[src/rtl/codec_init_sequencer.sv]
`default_nettype none
// ============================================================================
//  Module      : codec_init_sequencer
//  Description : Walks a fixed register-init table into an audio codec by
//                issuing one write transaction per entry to a downstream
//                i2c_controller, with a startup delay, inter-write gaps and
//                per-handshake timeouts.
//  Revision    : 1.0 - initial release
// ============================================================================
module codec_init_sequencer #(
  parameter logic [6:0] PERIPH_ADDR   = 7'h1A,
  parameter int         NUM_WRITES    = 8,
  parameter int         STARTUP_DELAY = 1000,
  parameter int         GAP_DELAY     = 16,
  parameter int         TIMEOUT       = 4096
) (
  input  logic       clk,
  input  logic       reset,
  input  logic       start,
  input  logic [3:0] i2c_state,
  output logic       i2c_enable,
  output logic       i2c_mode,
  output logic [6:0] i2c_periph_addr,
  output logic [7:0] i2c_byte,
  output logic [2:0] index,
  output logic       busy,
  output logic       done,
  output logic       error
);

  // Delay counter only needs to reach (delay - 1); timeout counter saturates
  // at TIMEOUT itself, so it needs one extra code point.
  localparam int DLY_MAX = (STARTUP_DELAY > GAP_DELAY) ? STARTUP_DELAY : GAP_DELAY;
  localparam int DW      = (DLY_MAX < 2) ? 1 : $clog2(DLY_MAX);
  localparam int TW      = (TIMEOUT < 1) ? 1 : $clog2(TIMEOUT + 1);

  // A zero delay still spends one cycle in the waiting state.
  localparam logic [DW-1:0] STARTUP_LAST = DW'((STARTUP_DELAY > 0) ? STARTUP_DELAY - 1 : 0);
  localparam logic [DW-1:0] GAP_LAST     = DW'((GAP_DELAY > 0) ? GAP_DELAY - 1 : 0);
  localparam logic [TW-1:0] TO_LAST      = TW'((TIMEOUT > 0) ? TIMEOUT - 1 : 0);
  localparam logic [TW-1:0] TO_MAX       = TW'((TIMEOUT > 0) ? TIMEOUT : 0);

  // Out-of-range table sizes fall back to the full table.
  localparam logic [2:0] LAST_INDEX =
    3'((NUM_WRITES >= 1 && NUM_WRITES <= 8) ? NUM_WRITES - 1 : 7);

  typedef enum logic [2:0] {
    S_IDLE        = 3'd0,
    S_STARTUP     = 3'd1,
    S_ISSUE       = 3'd2,
    S_WAIT_ACCEPT = 3'd3,
    S_WAIT_DONE   = 3'd4,
    S_GAP         = 3'd5,
    S_DONE        = 3'd6,
    S_ERROR       = 3'd7
  } state_t;

  state_t        state;
  logic [DW-1:0] delay_cnt;
  logic [TW-1:0] to_cnt;
  logic [TW-1:0] to_cnt_inc;

  // Every transfer is a write to the same codec address.
  assign i2c_mode        = 1'b1;
  assign i2c_periph_addr = PERIPH_ADDR;

  // Saturating increment so a stalled handshake never wraps the counter.
  assign to_cnt_inc = (to_cnt == TO_MAX) ? to_cnt : to_cnt + 1'b1;

  // Init table lookup for the entry currently being sent.
  always_comb begin
    case (index)
      3'd0:    i2c_byte = 8'h1E;
      3'd1:    i2c_byte = 8'h00;
      3'd2:    i2c_byte = 8'h0C;
      3'd3:    i2c_byte = 8'h00;
      3'd4:    i2c_byte = 8'h0E;
      3'd5:    i2c_byte = 8'h42;
      3'd6:    i2c_byte = 8'h12;
      default: i2c_byte = 8'h01;
    endcase
  end

  // Sequencer FSM; all status outputs are registered alongside the state.
  always_ff @(posedge clk) begin
    if (reset) begin
      state      <= S_IDLE;
      index      <= '0;
      delay_cnt  <= '0;
      to_cnt     <= '0;
      i2c_enable <= 1'b0;
      busy       <= 1'b0;
      done       <= 1'b0;
      error      <= 1'b0;
    end else begin
      case (state)
        S_IDLE, S_DONE, S_ERROR: begin
          if (start) begin
            state     <= S_STARTUP;
            index     <= '0;
            delay_cnt <= '0;
            done      <= 1'b0;
            error     <= 1'b0;
            busy      <= 1'b1;
          end
        end

        S_STARTUP: begin
          if (delay_cnt >= STARTUP_LAST) begin
            state      <= S_ISSUE;
            delay_cnt  <= '0;
            i2c_enable <= 1'b1;
          end else begin
            delay_cnt <= delay_cnt + 1'b1;
          end
        end

        // Enable is already high; the controller gets at least this cycle
        // to see it before acceptance is monitored.
        S_ISSUE: begin
          state  <= S_WAIT_ACCEPT;
          to_cnt <= '0;
        end

        S_WAIT_ACCEPT: begin
          if (i2c_state != 4'd0) begin
            state      <= S_WAIT_DONE;
            to_cnt     <= '0;
            i2c_enable <= 1'b0;
          end else begin
            to_cnt <= to_cnt_inc;
            if (to_cnt >= TO_LAST) begin
              state      <= S_ERROR;
              i2c_enable <= 1'b0;
              busy       <= 1'b0;
              error      <= 1'b1;
            end
          end
        end

        S_WAIT_DONE: begin
          if (i2c_state == 4'd0) begin
            state     <= S_GAP;
            delay_cnt <= '0;
          end else begin
            to_cnt <= to_cnt_inc;
            if (to_cnt >= TO_LAST) begin
              state <= S_ERROR;
              busy  <= 1'b0;
              error <= 1'b1;
            end
          end
        end

        S_GAP: begin
          if (delay_cnt >= GAP_LAST) begin
            delay_cnt <= '0;
            if (index == LAST_INDEX) begin
              state <= S_DONE;
              busy  <= 1'b0;
              done  <= 1'b1;
            end else begin
              index      <= index + 1'b1;
              state      <= S_ISSUE;
              i2c_enable <= 1'b1;
            end
          end else begin
            delay_cnt <= delay_cnt + 1'b1;
          end
        end

        default: begin
          state      <= S_IDLE;
          i2c_enable <= 1'b0;
          busy       <= 1'b0;
        end
      endcase
    end
  end

endmodule
`default_nettype wire

[config.mk]
export PLATFORM = sky130hd
export DESIGN_NAME = codec_init_sequencer
export DESIGN_NICKNAME = d
export VERILOG_FILES = /design/src/rtl/codec_init_sequencer.sv
export SDC_FILE = /design/constraint.sdc
export NUM_CORES = 1
export LEC_CHECK = 0
export CAP_MARGIN = 10
export CORE_AREA = 2 2 64 66
export DETAILED_ROUTE_END_ITERATION = 10
export DIE_AREA = 0 0 66 68
export GPL_TIMING_DRIVEN = 0
export PLACE_DENSITY = 0.91
export SKIP_LAST_GASP = 1
export SYNTH_ARGS = -nofsm -noshare
export SYNTH_HDL_FRONTEND = slang
export SYNTH_SLANG_ARGS = --single-unit
[constraint.sdc]
create_clock -name clk -period 5.83 [get_ports clk]
set_clock_uncertainty 0.05 [all_clocks]
set_input_delay 1.4575 -clock clk [delete_from_list [all_inputs] [get_ports clk]]
set_output_delay 1.4575 -clock clk [all_outputs]
set_load 0.05 [all_outputs]
==> key figures, run 1 <==
CTS
  – CTS tree: built
  – Hold-fix buffers at CTS: 0
  – Clk_lat worst skew: 0.30 ns
  – H-tree levels: 2
  – CTS root buffer: clkbuf_8
  – CTS sink count: 33
  – CTS Buffer Depth: 2
  – Post-CTS setup buffers: 0
  – CTS-repair resized insts: 0
  – Worst-path clk slew: 0.08 ns
  – CTS buffer count: 5

Min path
  – Worst hold-check path type: reg2reg
  – Hold path depth: 2

Drt
  – Post-route ant nets: 0
  – 1st-iter DRT viols: 273
  – DRC Markers: 0
  – Via count: 2171
  – Average wire per standard cell: 13.74 um
  – Final WL: 5055 um
  – DR pass1 iterations: 5
  – Routed vias/inst: 5.899

Finish
  – Final core occ: 0.6671
  – Design area: 2572 um^2
  – Final Net Count: 334
  – Layout cells sized above 1: 0.1038
  – Layout area overhead: 17.55%
  – Antenna cells: 0

Die
  – Die footprint: 4488 um^2
  – Starting Density: 0.5675
  – Die Ht: 68 um
  – Chip width: 66 um
  – CORE AREA: 3856 um^2
  – I/O pin cnt: 30
  – Row cnt: 23

Timing
  – Fmax: 275.4 MHz
  – Tcrit/Tclk final: 0.6228
  – Worst-Margin Slew: 0.8507 ns
  – Worst hold margin: 0.4206 ns
  – RSZ-0062 raised after global routing: false
  – Hold Vio Cnt, Final: 0
  – Setup TNS: 0 ns
  – Max-slew violations: 0
  – Slew Limit Headroom: 0.4280
  – Fin crit period: 3.631 ns
  – Final Setup Violations: 0

Yosys
  – FFs w/ async S/R, synth: 0
  – Main synth FF type: dfxtp_1
  – Mapped Cells: 283
  – EDFF count, synth: 0
  – Synth Warn #: 0
  – Leading area contributor after synthesis: dfxtp_1
  – Top-count cell post-synth: dfxtp_1
  – Yosys reg bits: 33
  – Synth area leaders: dfxtp_1, ha_1, a21oi_1
  – Mean post-synth cell area: 7.733 um^2
  – Top cells by count, synth: dfxtp_1, nor2_1, a21oi_1
  – Sequential area share after synthesis: 0.3019
  – Top cell type's share of synthesized area: 0.3019
  – Synth unique cells: 48
  – Mapped cell area: 2188 um^2

Worst setup path
  – CP Launch Type: register
  – Crit-path slowest cell: clkdlybuf4s50_1
  – Critical Path RT: 4.32 ns
  – Buf+Inv Stages, Crit Path: 2
  – WP data arrival: 2.12 ns
  – WS Path Type: reg2out
  – Cell Chain, Critical Path: inv_1 > ha_1 > o21ai_0 > nand2b_1 > nor2_1 > clkdlybuf4s50_1
  – Maximum net fanout on the critical path: 7
  – Critical path depth: 6
  – Crit end category: output port
  – Reg2Reg Depth: 6
  – CP peak stage delay: 0.80 ns
  – CP delay by family, top: buffers and inverters

Flow run
  – Max Cap Violations: 0

Place
  – Detailed Place HPWL: 3664 um
  – Port Buf Inserts: 19
  – Final GP Congestion: 0.9311
  – Area after DPL: 2471 um^2

Outcome
  – Status: finished, final reports clean

Global routing
  – First-pass GRT wire length: 8135 um
  – Initial antenna violation count: 0
  – Largest net degree at the start of global routing: 11
  – Vias in the first global route: 1879
  – Tot GR Track Use: 0.2325
  – Overflow after GRT: 0

Pwr
  – Pwr Total: 0.0006359 W
  – Pleak: 0.8946 nW
  – Peak supply drop: 0.1350 mV
  – Cell Pwr Density: 247.2 nW/um^2
## stage by stage
step	setup WS (ns)	instances
global placement	2.089	360
finish	2.199	368
detailed placement	2.051	360
global route	2.046	368
CTS	2.179	368
floorplan	2.038	291
## final timing paths
kind	startpoint	endpoint	slack [ns]
worst min register to register	done	done	0.42
worst min-delay path	done	done	0.42
worst max register to register	state[1]	delay_cnt[7]	3.48
worst max-delay path	index[0]	i2c_byte[0]	2.20
## registers in the layout, indices dropped and copies added, names as in the netlist
signal,cells
busy,1
to_cnt,13
done,1
state,3
index,3
error,1
delay_cnt,10
i2c_enable,1
## routing by layer
layer	track usage	part of all wire
met1	0.2782	0.42
met2	0.3977	0.49
met5	0	0
met4	0.1097	0.027
met3	0.05263	0.062
## cell usage in the layout (no fill, tap or decap), types with 4 or more instances in the layout
cell type and count:
clkdlybuf4s50_1 19, buf_4 11, or4_1 6, nor2_1 25
ha_1 10, nor3_1 10, nand2b_1 5, a21oi_1 24
o21ai_0 12, inv_1 12, or3_1 4, nand3_1 13
dfxtp_1 33, clkbuf_1 9, conb_1 10, clkbuf_8 7
xor2_1 8, a31oi_1 4, nand2_1 21, nand4_1 14
and2_1 5
## tightest hold or removal path: stages, from the launching register on
cell and delay, ns:
dfxtp_1 0.31, nand2_1 0.06, a21oi_1 0.06
## power breakdown
group | switching, W | leakage, nW | internal (W) | total [W]
registers | 0.00000923 | 0.267 | 0.000236 | 0.000245
logic | 0.000130 | 0.574 | 0.0000676 | 0.000198
clock network | 0.0000863 | 0.0542 | 0.000107 | 0.000193
total | 0.000226 | 0.895 | 0.000410 | 0.000636
## logic make-up (layout without fill, tap and decap cells)
group	Yosys count	in the layout	share of synthesized area
simple gates	128	128	0.3230
compound gates	60	60	0.1692
buf+inv	35	62	0.08061
other cells	2	10	0.003432
xor+xnor	10	10	0.04003
flops	33	33	0.3019
mux	5	5	0.02458
fa+ha+maj	10	10	0.05718
## area by class of cell
class	count	area (um^2)
plain buffers	23	131.4
clock buffers	7	96.34
clock inverters	1	5.005
fillers	327	1284
inverters	12	45.04
multi-input cells	223	1381
flip-flops and latches	33	660.6
well taps	50	62.56
repair buffers	19	190.2
Note: power is estimated with default switching activity, not from simulation.
==> run 2, diff against run 1 <==
- CORE_AREA: 2 2 64 66 -> 2 2 67 69
- DIE_AREA: 0 0 66 68 -> 0 0 69 71
- PLACE_DENSITY: 0.91 -> 0.84
- clock period: 5.83 -> 3.73 ns (I/O delays scaled with it)
==> run 2 against run 1 <==
Total power up 59%. Global-route usage down 2.1 points. Register-to-register slack worse by 2.2 ns. Die area up 9.2%. Utilization down 5.4 points. Worst setup slack worse by 1.6 ns. Largest cell class unchanged. Design area up 0.19%. First-iteration DRC count down 16%. Sequential share of layout area about the same.
==> key figures, run 2 (synthesized netlist as in run 1, its figures left out) <==
Timing
  – Fin crit period: 3.132 ns
  – Slew Limit Headroom: 0.4657
  – Fmax: 319.3 MHz
  – Tcrit/Tclk final: 0.8397
  – Final Setup Violations: 0
  – Setup TNS: 0 ns
  – Hold Vio Cnt, Final: 0
  – RSZ-0062 raised after global routing: false
  – Max-slew violations: 0
  – Worst-Margin Slew: 0.7947 ns

Finish
  – Most flops, register: to_cnt
  – Max reg flops: 13
  – Antenna cells: 0
  – Most frequent cells in the layout: dfxtp_1, nor2_1, a21oi_1
  – Non-Filler Instances: 369
  – Final Net Count: 334
  – Largest registers: to_cnt x13, delay_cnt x10
  – Most common cell after layout, fill and taps aside: dfxtp_1
  – Layout area overhead: 17.78%
  – Layout cells sized above 1: 0.1009

Worst setup path
  – Worst r2r src: delay_cnt[0]
  – Reg2reg end: state[2]
  – Crit end category: output port
  – WP data arrival: 2.15 ns
  – Maximum net fanout on the critical path: 7
  – CP Launch Type: register
  – FF-to-FF setup slack: 1.33 ns
  – Critical Path RT: 2.75 ns
  – Reg2Reg Depth: 6
  – WS Path Type: reg2out

Global routing
  – First-pass GRT wire length: 8645 um
  – Overflow after GRT: 0
  – Vias in the first global route: 2028
  – Initial antenna violation count: 0
  – Tot GR Track Use: 0.2119
  – Largest net degree at the start of global routing: 11

CTS
  – Post-CTS setup buffers: 0
  – CTS root buffer: clkbuf_8
  – CTS-repair resized insts: 0
  – H-tree levels: 2
  – CTS Buffer Depth: 2
  – CTS tree: built
  – Hold-fix buffers at CTS: 0
  – Clk_lat worst skew: 0.29 ns
  – Worst-path clk slew: 0.06 ns
  – CTS sink count: 33
  – CTS buffer count: 5

Pwr
  – Peak supply drop: 0.2037 mV
  – Pleak: 0.8944 nW
  – Cell Pwr Density: 392.5 nW/um^2

Drt
  – Post-route ant nets: 0
  – DRC Markers: 0
  – 1st-iter DRT viols: 228
  – Average wire per standard cell: 13.38 um
  – Via count: 2166
  – Final WL: 4938 um
  – Routed vias/inst: 5.870
  – DR pass1 iterations: 4

Min path
  – Hold endpoint: delay_cnt[1]
  – Hold Crit Start: delay_cnt[1]
  – Worst hold-check path type: reg2reg
  – Hold path depth: 2

Place
  – Port Buf Inserts: 19
  – Final GP Congestion: 0.9013
  – Detailed Place HPWL: 3566 um
  – Cells after DPL: 362

Die
  – Die footprint: 4899 um^2
  – CORE AREA: 4204 um^2
  – I/O pin cnt: 30
  – Row cnt: 24
  – Chip width: 69 um
  – Die Ht: 71 um
  – Starting Density: 0.5205

Flow run
  – Max Cap Violations: 0

Outcome
  – Status: finished, final reports clean
run 2: changes by cell type in the layout (fill, tap and decap cells not counted):
cell	change
bufinv_16	+1
clkbuf_8	-2
run 2: through the flow:
step                setup WS, ns    util  area [um^2]  total power [W]  hold slack (ns)
CTS                       0.5605  0.6131         2577         0.001013           0.4303
global placement          0.5289  0.5884         2474        0.0006862           0.3942
detailed placement        0.4776  0.5884         2474        0.0006911           0.4208
floorplan                 0.4627       -         2218        0.0006190           0.3992
global route              0.4452  0.6131         2577         0.001068           0.4527
finish                    0.5979  0.6131         2577         0.001012           0.4294
run 2: metal layers:
layer,GRT usage,share of wire
met5,0,0
met4,0.1068,0.012
met3,0.03989,0.052
met2,0.3632,0.49
met1,0.2546,0.44
run 2: how the worst max path moves through the flow:
stage                 start           end  slack [ns]  depth (start not counted)
2_1_floorplan      index[0]   i2c_byte[0]        0.46                          5
3_3_place_gp   i2c_state[1]  delay_cnt[8]        0.53                          7
3_5_place_dp   i2c_state[1]  delay_cnt[9]        0.48                          7
4_1_cts            index[0]   i2c_byte[0]        0.56                          6
5_1_grt            index[0]   i2c_byte[0]        0.45                          6
6_report           index[0]   i2c_byte[0]        0.60                          6
run 2: critical path: stages (launching register included):
cell and delay [ns]:
dfxtp_1 0.43, inv_1 0.09, ha_1 0.22, o21ai_0 0.15
nand2b_1 0.09, nor2_1 0.09, clkdlybuf4s50_1 0.80
run 2: cell type report:
type                            instances  area (um^2)
Fill cell                             385         1627
Multi-Input combinational cell        223         1381
Sequential cell                        33        660.6
Timing Repair Buffer                   19        190.2
Buffer                                 23        131.4
Clock buffer                            5        68.82
Tap cell                               52        65.06
Inverter                               12        45.04
Clock inverter                          2        35.03
run 2: report_power, final:
| group | switching, W | internal (W) | leakage [nW] |
|---|---|---|---|
| registers | 0.0000139 | 0.000369 | 0.267 |
| clock network | 0.000126 | 0.000194 | 0.0540 |
| logic | 0.000203 | 0.000105 | 0.574 |
==> run 3, diff against run 2 <==
- CORE_AREA: 2 2 67 69 -> 2 2 70 72
- DIE_AREA: 0 0 69 71 -> 0 0 72 74
- PLACE_DENSITY: 0.84 -> 0.81
- clock period: 3.73 -> 2.7 ns (I/O delays scaled with it)
==> run 3 against run 2 <==
Flip-flop and latch count is the same. Largest cell class unchanged. Critical endpoint is now delay_cnt[8]. Global-route usage shrank 2.0 points. Die area grew 8.8%. Sequential share of layout area grew 0.14 points. Critical path depth grew 1. Clock power grew 11%. Non-clock buffer count grew 1. Worst hold slack lost 0.014 ns.
==> key figures, run 3 (synthesized netlist as in run 1, its figures left out) <==
Outcome
  – Status: finished, final reports clean

Drt
  – 1st-iter DRT viols: 194
  – DRC Markers: 0
  – Routed vias/inst: 5.890
  – Max layer used: met4
  – Met3 routed WL: 418 um
  – Post-route ant nets: 0
  – Average wire per standard cell: 13.29 um
  – Via count: 2197
  – DRT met1 WL: 2244 um
  – DR pass1 iterations: 5
  – Final WL: 4957 um
  – WL met2: 2210 um

Worst setup path
  – CP startpoint: i2c_state[1]
  – WS Path Type: in2reg
  – CP Launch Type: input port
  – Crit end category: register
  – Maximum net fanout on the critical path: 7
  – WP data arrival: 2.75 ns
  – Critical Path RT: 2.85 ns
  – Worst r2r src: delay_cnt[0]

Place
  – Dpl ws: -0.2787 ns
  – Final GP Congestion: 0.8982
  – Cells after DPL: 364
  – Port Buf Inserts: 19
  – Detailed Place HPWL: 3507 um

CTS
  – Clk_lat worst skew: 0.28 ns
  – CTS Buffer Depth: 2
  – CTS buffer count: 5
  – Hold-fix buffers at CTS: 0
  – Worst-path clk slew: 0.07 ns
  – CTS sink count: 33
  – CTS tree: built
  – H-tree levels: 2
  – CTS root buffer: clkbuf_8

Global routing
  – First-pass GRT wire length: 8211 um
  – Tot GR Track Use: 0.1922
  – Largest net degree at the start of global routing: 11
  – Vias in the first global route: 1810
  – Initial antenna violation count: 0
  – Overflow after GRT: 0

Die
  – Chip width: 72 um
  – Row cnt: 25
  – Die Ht: 74 um
  – I/O pin cnt: 30
  – Die footprint: 5328 um^2
  – CORE AREA: 4598 um^2
  – Starting Density: 0.4759

Finish
  – Antenna cells: 0
  – Layout area overhead: 17.15%
  – Final core occ: 0.5576
  – Non-Filler Instances: 373
  – Layout cells sized above 1: 0.1066
  – Max reg flops: 13
  – Most frequent cells in the layout: dfxtp_1, a21oi_1, nor2_1
  – Most common cell after layout, fill and taps aside: dfxtp_1
  – Final Net Count: 335
  – Filler cell count: 413
  – Largest registers: to_cnt x13, delay_cnt x10
  – Most flops, register: to_cnt

Timing
  – RSZ-0062 raised after global routing: false
  – Hold Vio Cnt, Final: 0
  – Tcrit/Tclk final: 0.9620
  – Worst-Margin Slew: 0.8687 ns
  – Max-slew violations: 0
  – Final setup margin: 0.1027 ns
  – Slew Limit Headroom: 0.4159
  – Final Setup Violations: 0
  – Fmax: 385.0 MHz
  – Fin crit period: 2.597 ns

Min path
  – Hold Crit Start: done
  – Worst hold-check path type: reg2reg

Pwr
  – Cell Pwr Density: 512.1 nW/um^2
  – Peak supply drop: 0.1834 mV
  – Pleak: 0.9015 nW

Flow run
  – Max Cap Violations: 0
-- run 3: changes by cell type in the layout (fill, tap and decap cells not counted), sizes merged --
cell,change
clkdlybuf4s50,-6
clkbuf,+4
dlygate4sd2,+3
dlymetal6s2s,+2
buf,+1
bufinv,-1
clkinv,-1
-- run 3: metrics by stage --
step	power [W]	TNS, ns	hold slack (ns)	instance area [um^2]
3_3_place_gp	0.0009503	-2.350	0.3901	2479
6_report	0.001313	0	0.4154	2564
5_1_grt	0.001383	0	0.4346	2564
3_5_place_dp	0.0009547	-2.142	0.4060	2479
2_1_floorplan	0.0008552	-0.09573	0.3992	2221
4_1_cts	0.001316	0	0.4160	2561
-- run 3: critical path, stage by stage --
cell and delay (ns):
clkdlybuf4s50_1 0.45, nor4_4 0.37, nor3_2 0.10, or3_1 0.35, clkbuf_2 0.16, or4_1 0.48
a31oi_1 0.17
-- run 3: layout make-up --
class	count	area, um^2	area share
Buffer	23	132.6	0.05173
Inverter	12	45.04	0.01757
Multi-Input combinational cell	223	1384	0.5398
Sequential cell	33	660.6	0.2577
Tap cell	54	67.56	0.02635
Timing Repair Buffer	20	193.9	0.07565
Clock buffer	8	80.08	0.03123
-- run 3: final timing paths --
| path | to | slack, ns | cells past startpoint |
|---|---|---|---|
| setup / recovery | delay_cnt[8] | 0.10 | 7 |
| hold / removal | done | 0.42 | 2 |
| setup reg to reg | state[2] | 0.29 | 6 |
| hold reg to reg | done | 0.42 | 2 |
-- run 3: metal layers --
metal | track usage | vias to the layer above
met5 | 0 | -
met4 | 0.07128 | 0
met3 | 0.03930 | 8
met2 | 0.3045 | 118
met1 | 0.2606 | 997
li1 | - | 1074
-- run 3: repair_timing --
action	CTS	global route
pin swaps	1	1
setup buffers	1	0
endpoints found under the setup margin	6	6
gates resized for setup	4	6
-- run 3: where the power goes --
part / switching (W) / total (W) / internal (W)
Combinational: 0.000280 / 0.000427 / 0.000147
Clock: 0.000172 / 0.000355 / 0.000183
Sequential: 0.0000210 / 0.000531 / 0.000510
Total: 0.000473 / 0.00131 / 0.000840
